--- config.mk ---
export PLATFORM = sky130hd
export DESIGN_NAME = id_stage_flat
export DESIGN_NICKNAME = d
export VERILOG_FILES = /design/src/rtl/id_stage_if.sv /design/src/rtl/id_stage.sv /design/src/flat_wrapper.sv
export SDC_FILE = /design/constraint.sdc
export NUM_CORES = 2
export LEC_CHECK = 0
export CORE_MARGIN = 2
export CORE_UTILIZATION = 51
export DETAILED_ROUTE_END_ITERATION = 10
export DONT_BUFFER_PORTS = 1
export HOLD_SLACK_MARGIN = 0.15
export PLACE_DENSITY = 0.74
export SKIP_CTS_REPAIR_TIMING = 1
export SLEW_MARGIN = 20
export SYNTH_ARGS = -nofsm -noshare
export SYNTH_HDL_FRONTEND = slang
export SYNTH_SLANG_ARGS = --single-unit
export TNS_END_PERCENT = 20
--- constraint.sdc ---
create_clock -name clk -period 8.7 [get_ports clk]
set_clock_uncertainty 0.2 [all_clocks]
set_input_delay 2.61 -clock clk [delete_from_list [all_inputs] [get_ports clk]]
set_output_delay 2.61 -clock clk [all_outputs]
set_load 0.005 [all_outputs]
--- src/rtl/id_stage_if.sv ---
// Decode-stage bus: instruction/PC/write-back inputs and the decoded operands and controls.
interface id_stage_if;
    logic [31:0] pc4;
    logic [31:0] inst;
    logic [31:0] wdi;
    logic        rsrtequ;
    logic [31:0] bpc;
    logic [31:0] jpc;
    logic [31:0] a;
    logic [31:0] b;
    logic [31:0] imm;
    logic [2:0]  aluc;
    logic        m2reg;
    logic        wmem;
    logic        aluimm;
    logic        shift;

    modport master (
        output pc4, inst, wdi, rsrtequ,
        input  bpc, jpc, a, b, imm, aluc, m2reg, wmem, aluimm, shift
    );

    modport slave (
        input  pc4, inst, wdi, rsrtequ,
        output bpc, jpc, a, b, imm, aluc, m2reg, wmem, aluimm, shift
    );
endinterface

--- src/rtl/id_stage.sv ---
// MIPS-subset decode stage: control decode, immediate/branch/jump targets, and a
// 32x32 register file written back through a 3-deep (wn, wreg) delay line.
module id_stage (
    input  logic       clk,
    input  logic       clrn,
    id_stage_if.slave  bus
);
    logic [5:0]  op_s;
    logic [5:0]  funct_s;
    logic [4:0]  rs_s;
    logic [4:0]  rt_s;
    logic [4:0]  rd_s;
    logic [2:0]  aluc_s;
    logic        aluimm_s;
    logic        m2reg_s;
    logic        wmem_s;
    logic        shift_s;
    logic        wreg_s;
    logic        regrt_s;
    logic        zext_s;
    logic        beq_s;
    logic        bne_s;
    logic        take_s;
    logic [4:0]  wn_s;
    logic [31:0] sext_s;
    logic [31:0] a_s;
    logic [31:0] b_s;
    logic        we_s;

    logic [2:0][4:0] wn_q;
    logic [2:0][4:0] wn_d;
    logic [2:0]      wreg_q;
    logic [2:0]      wreg_d;
    logic [31:0]     regs_q [32];

    assign op_s    = bus.inst[31:26];
    assign rs_s    = bus.inst[25:21];
    assign rt_s    = bus.inst[20:16];
    assign rd_s    = bus.inst[15:11];
    assign funct_s = bus.inst[5:0];

    // Instruction decode; anything unrecognised (including j) leaves every control at zero.
    always_comb begin
        aluc_s   = 3'b000;
        aluimm_s = 1'b0;
        m2reg_s  = 1'b0;
        wmem_s   = 1'b0;
        shift_s  = 1'b0;
        wreg_s   = 1'b0;
        regrt_s  = 1'b0;
        zext_s   = 1'b0;
        beq_s    = 1'b0;
        bne_s    = 1'b0;
        case (op_s)
            6'b000000: begin
                case (funct_s)
                    6'b100000: begin aluc_s = 3'b000; wreg_s = 1'b1; end
                    6'b100010: begin aluc_s = 3'b001; wreg_s = 1'b1; end
                    6'b100100: begin aluc_s = 3'b010; wreg_s = 1'b1; end
                    6'b100101: begin aluc_s = 3'b011; wreg_s = 1'b1; end
                    6'b100110: begin aluc_s = 3'b100; wreg_s = 1'b1; end
                    6'b000000: begin aluc_s = 3'b101; wreg_s = 1'b1; shift_s = 1'b1; end
                    6'b000010: begin aluc_s = 3'b110; wreg_s = 1'b1; shift_s = 1'b1; end
                    6'b000011: begin aluc_s = 3'b111; wreg_s = 1'b1; shift_s = 1'b1; end
                    default:   begin aluc_s = 3'b000; wreg_s = 1'b0; end
                endcase
            end
            6'b001000: begin aluc_s = 3'b000; aluimm_s = 1'b1; wreg_s = 1'b1; regrt_s = 1'b1; end
            6'b001100: begin aluc_s = 3'b010; aluimm_s = 1'b1; wreg_s = 1'b1; regrt_s = 1'b1; zext_s = 1'b1; end
            6'b001101: begin aluc_s = 3'b011; aluimm_s = 1'b1; wreg_s = 1'b1; regrt_s = 1'b1; zext_s = 1'b1; end
            6'b001110: begin aluc_s = 3'b100; aluimm_s = 1'b1; wreg_s = 1'b1; regrt_s = 1'b1; zext_s = 1'b1; end
            6'b100011: begin aluc_s = 3'b000; aluimm_s = 1'b1; wreg_s = 1'b1; regrt_s = 1'b1; m2reg_s = 1'b1; end
            6'b101011: begin aluc_s = 3'b000; aluimm_s = 1'b1; wmem_s = 1'b1; end
            6'b000100: begin aluc_s = 3'b001; beq_s = 1'b1; end
            6'b000101: begin aluc_s = 3'b001; bne_s = 1'b1; end
            default:   begin aluc_s = 3'b000; end
        endcase
    end

    assign wn_s   = regrt_s ? rt_s : rd_s;
    assign sext_s = {{16{bus.inst[15]}}, bus.inst[15:0]};
    assign take_s = (beq_s & bus.rsrtequ) | (bne_s & ~bus.rsrtequ);

    assign bus.imm    = zext_s ? {16'h0000, bus.inst[15:0]} : sext_s;
    assign bus.bpc    = take_s ? (bus.pc4 + {sext_s[29:0], 2'b00}) : bus.pc4;
    assign bus.jpc    = {bus.pc4[31:28], bus.inst[25:0], 2'b00};
    assign bus.aluc   = aluc_s;
    assign bus.aluimm = aluimm_s;
    assign bus.m2reg  = m2reg_s;
    assign bus.wmem   = wmem_s;
    assign bus.shift  = shift_s;

    assign wn_d   = {wn_q[1:0], wn_s};
    assign wreg_d = {wreg_q[1:0], wreg_s};
    assign we_s   = wreg_q[2] & (wn_q[2] != 5'd0);

    // Write-destination delay line; stage 2 is the write retiring at this edge.
    always_ff @(posedge clk or negedge clrn) begin
        if (!clrn) begin
            wn_q   <= 15'd0;
            wreg_q <= 3'b000;
        end else begin
            wn_q   <= wn_d;
            wreg_q <= wreg_d;
        end
    end

    // Register file storage; r0 is never written so it stays zero.
    always_ff @(posedge clk or negedge clrn) begin
        if (!clrn) begin
            for (int i = 0; i < 32; i++) begin
                regs_q[i] <= 32'd0;
            end
        end else if (we_s) begin
            regs_q[wn_q[2]] <= bus.wdi;
        end
    end

    // Operand reads with bypass of the write landing this cycle.
    always_comb begin
        a_s = 32'd0;
        b_s = 32'd0;
        if (we_s && (wn_q[2] == rs_s)) begin
            a_s = bus.wdi;
        end else begin
            a_s = regs_q[rs_s];
        end
        if (we_s && (wn_q[2] == rt_s)) begin
            b_s = bus.wdi;
        end else begin
            b_s = regs_q[rt_s];
        end
    end

    assign bus.a = a_s;
    assign bus.b = b_s;
endmodule

--- src/flat_wrapper.sv ---
// flat-port wrapper written by rule: the top's interface ports become plain ports
module id_stage_flat 
  (clk, clrn, bus_pc4, bus_inst, bus_wdi, bus_rsrtequ, bus_bpc, bus_jpc, bus_a, bus_b, bus_imm, bus_aluc, bus_m2reg, bus_wmem, bus_aluimm, bus_shift);
  id_stage_if bus_i ();
  input  logic clk;
  input  logic clrn;
  input wire logic [$bits(bus_i.pc4)-1:0] bus_pc4;
  input wire logic [$bits(bus_i.inst)-1:0] bus_inst;
  input wire logic [$bits(bus_i.wdi)-1:0] bus_wdi;
  input wire logic [$bits(bus_i.rsrtequ)-1:0] bus_rsrtequ;
  output wire logic [$bits(bus_i.bpc)-1:0] bus_bpc;
  output wire logic [$bits(bus_i.jpc)-1:0] bus_jpc;
  output wire logic [$bits(bus_i.a)-1:0] bus_a;
  output wire logic [$bits(bus_i.b)-1:0] bus_b;
  output wire logic [$bits(bus_i.imm)-1:0] bus_imm;
  output wire logic [$bits(bus_i.aluc)-1:0] bus_aluc;
  output wire logic [$bits(bus_i.m2reg)-1:0] bus_m2reg;
  output wire logic [$bits(bus_i.wmem)-1:0] bus_wmem;
  output wire logic [$bits(bus_i.aluimm)-1:0] bus_aluimm;
  output wire logic [$bits(bus_i.shift)-1:0] bus_shift;
  assign bus_i.pc4 = bus_pc4;
  assign bus_i.inst = bus_inst;
  assign bus_i.wdi = bus_wdi;
  assign bus_i.rsrtequ = bus_rsrtequ;
  assign bus_bpc = bus_i.bpc;
  assign bus_jpc = bus_i.jpc;
  assign bus_a = bus_i.a;
  assign bus_b = bus_i.b;
  assign bus_imm = bus_i.imm;
  assign bus_aluc = bus_i.aluc;
  assign bus_m2reg = bus_i.m2reg;
  assign bus_wmem = bus_i.wmem;
  assign bus_aluimm = bus_i.aluimm;
  assign bus_shift = bus_i.shift;
  id_stage u_core (.clk(clk), .clrn(clrn), .bus(bus_i));
endmodule
==> impl_summary.txt <==
----------------------------------------------------
[Synth]
  Async set-reset flop share out of synthesis ... 100%
  Most instantiated flip-flop cell in the synthesis netlist ... sky130_fd_sc_hd__dfrtp_1
  Netlist area before placement ... 57600 um2
  Part of the Yosys area used for sequential elements ... 45.3%
  Post-synthesis instance total ... 3746
  Number of synthesized register bits ... 1042
  Synth warn ... 0
  Number of distinct library cells after synthesis ... 60
  Average size of a mapped cell ... 15.4 um2
  Post-synth EDFFs ... 0

[Timing]
  Final total negative setup slack ... 0 ns
  Pins Over Slew Limit ... 0
  Setup repair after global routing missed its margin ... false
  Worst slew pin tran ... 1.05 ns
  Final period demand of the worst path ... 7.63 ns
  Post-route fraction of the period consumed by the critical path ... 87.7%
  Final Hold Fails ... 0
  Relative slew margins ... 30.0%
  Maximum operating frequency ... 131 MHz
  Final number of setup-violating endpoints ... 0

[Floorplanning]
  Die span in y ... 340 um
  Starting density of the core ... 51.3%
  Total die area ... 116000 um2
  Number of top-level pins ... 266
  Core area ... 112000 um2
  Cell Rows ... 123
  Die X-Extent ... 340 um

[Cells and area]
  Filler cell count in the final layout ... 8757
  Top library cells by usage in the layout, fill and taps aside ... sky130_fd_sc_hd__dfrtp_1 (1042), sky130_fd_sc_hd__mux2_2 (1000), sky130_fd_sc_hd__mux4_2 (640)
  Combined area of the multi-input logic cells ... 29500 um2
  Area used by sequential logic in the layout ... 26100 um2
  Final std cell area, no fill ... 61700 um2
  Layout cells sized above 1 ... 53.9%
  Commonest non-fill, non-tap cell in the layout ... sky130_fd_sc_hd__dfrtp_1
  Post-layout net count ... 3561
  Area overhead of the layout relative to synthesis ... 7.08%

[Routing]
  Total via count in the routed design ... 33.9k
  Overall routed net length ... 153 mm
  Vias per cell ... 6.74
  DRT antenna net count ... 0
  DRC violation count after routing ... 0
  Starting DRC count in detailed routing ... 3029
  Detail-routed net length per standard cell ... 30.5 um
  First-pass detailed-route iteration total ... 7

[CTS]
  Clock sinks ... 1042
  Later-pin clock latency in the skew report ... 0.72 ns
  Clock-pin slew on the worst setup and hold paths ... 0.06 ns
  Clock buffer depth ... 3
  Library cell used as clock root buffer ... sky130_fd_sc_hd__clkbuf_16
  CTS Buf Count ... 110
  Level count of the clock H-tree ... 3
  Clock tree from TritonCTS ... done

[Place]
  Post-DP HPWL ... 81.0 mm
  Final weighted congestion in routability-driven placement ... 0.882
  Standard cell area after detailed placement ... 57700 um2
  Quantity of I/O buffers inserted on ports ... 0

[Status]
  Outcome ... complete, no violations

[GRT]
  Vias in the first global route ... 35.1k
  GR Util All Layers ... 26.8%
  GRT Residual Overflow ... 0
  Antenna violations before repair ... 0
  Maximum number of pins on one net before global-route repair ... 1043
  First-pass GRT wire length ... 232 mm

[Pwr]
  Pleak ... 25.5 nW
  P per Cell Area ... 196 nW/um2
  VDD IR max ... 172 uV
  Final Power ... 0.0121 W

[Critical path]
  Critical path fanouts, max ... 9
  Kind of critical path ... in2out
  CP Capture Type ... output pin
  Data arrival time of the critical path ... 4.82 ns
  Required arrival time at the worst endpoint ... 5.89 ns
  Critical Path Start Type ... primary input

[Job]
  Maximum Capacitance Violations ... 0

[Worst hold path]
  Hold crit path type ... reg2reg

----------------------------------------------------
## critical path, stage by stage
cell and delay, ns:
sky130_fd_sc_hd__ha_1 0.20, sky130_fd_sc_hd__fa_1 0.41, sky130_fd_sc_hd__a21oi_1 0.25, sky130_fd_sc_hd__o211ai_1 0.17, sky130_fd_sc_hd__a32oi_1 0.33, sky130_fd_sc_hd__a31o_2 0.28, sky130_fd_sc_hd__o21ai_0 0.12, sky130_fd_sc_hd__xnor2_1 0.15
sky130_fd_sc_hd__o21ai_0 0.30
## per-layer routing
layer | vias to the layer above | share of wire, % | track usage (%)
li1 | 13800 | - | -
met1 | 18500 | 41 | 37.8
met2 | 1269 | 48 | 42.8
met3 | 268 | 7.5 | 5.18
met4 | 0 | 3.0 | 8.05
met5 | - | 0 | 0
## power breakdown
part / internal, W / switching [W] / total, W
clock network: 0.00277 / 0.00203 / 0.00481
registers: 0.00532 / 0.000332 / 0.00565
logic: 0.00109 / 0.000539 / 0.00163
## sequential cells by signal (all words and copies together) (netlist names)
name           flops
u_core.regs_q   1024
u_core.wn_q        5
u_core.wreg_q      3
u_core.wn_d       10
## stage by stage
stage	util [%]	cells	worst slack, ns	hold slack [ns]
finish	55.0	5024	1.07	0.153
global route	55.0	5023	0.916	0.169
CTS	54.8	5015	1.11	0.117
detailed placement	51.5	4812	1.12	0.135
global placement	51.5	4812	1.14	0.138
floorplan	-	3747	1.48	0.131
## final cells by class
cell class | instances | share of cell area [%]
multi-input combinational | 2218 | 47.8
clock buffer | 173 | 5.45
sequential | 1042 | 42.3
clock inverter | 30 | 0.595
timing repair buffer | 46 | 0.763
tap | 1500 | 3.04
antenna | 1 | 0.00406
inverter | 14 | 0.0852
## worst paths after layout
kind,slack [ns],endpoint,cells past startpoint,startpoint
min in group asynchronous,1.40,u_core.regs_q[872]$_DFFE_PN0P_,0,clrn
max in group asynchronous,3.45,u_core.regs_q[729]$_DFFE_PN0P_,4,clrn
setup reg to reg,5.10,u_core.regs_q[888]$_DFFE_PN0P_,5,u_core.wn_q[14]$_DFF_PN0_
hold / removal,0.15,u_core.wn_q[13]$_DFF_PN0_,0,u_core.wn_d[13]$_DFF_PN0_
hold reg to reg,0.15,u_core.wn_q[13]$_DFF_PN0_,0,u_core.wn_d[13]$_DFF_PN0_
setup / recovery,1.07,bus_bpc[26],9,bus_inst[0]
## kinds of logic after synthesis
logic type | count (synthesis) | share of synthesized area (%)
muxes | 1705 | 45.7
xor gates and xnor gates | 38 | 0.578
DFF | 1042 | 45.3
and+or+nand+nor | 253 | 2.02
buffers and inverters | 487 | 3.85
AOI/OAI and AO/OA | 190 | 1.88
other | 1 | 0.00651
adders and majority gates | 30 | 0.665
## cell usage after synthesis (20+ instances only)
cell,instances,share of area (%)
sky130_fd_sc_hd__a21oi_1,41,0.36
sky130_fd_sc_hd__buf_1,82,0.53
sky130_fd_sc_hd__buf_2,104,0.90
sky130_fd_sc_hd__buf_4,65,0.85
sky130_fd_sc_hd__clkbuf_1,220,1.4
sky130_fd_sc_hd__dfrtp_1,1042,45
sky130_fd_sc_hd__ha_1,29,0.63
sky130_fd_sc_hd__mux2_2,1000,20
sky130_fd_sc_hd__mux2i_1,65,1.1
sky130_fd_sc_hd__mux4_2,640,25
sky130_fd_sc_hd__nand2_1,147,0.96
sky130_fd_sc_hd__nor2_1,33,0.22
sky130_fd_sc_hd__o21ai_0,50,0.43
sky130_fd_sc_hd__o21ai_1,56,0.49
sky130_fd_sc_hd__xnor2_1,20,0.30
No activity file was read; power rests on OpenSTA's default activity.
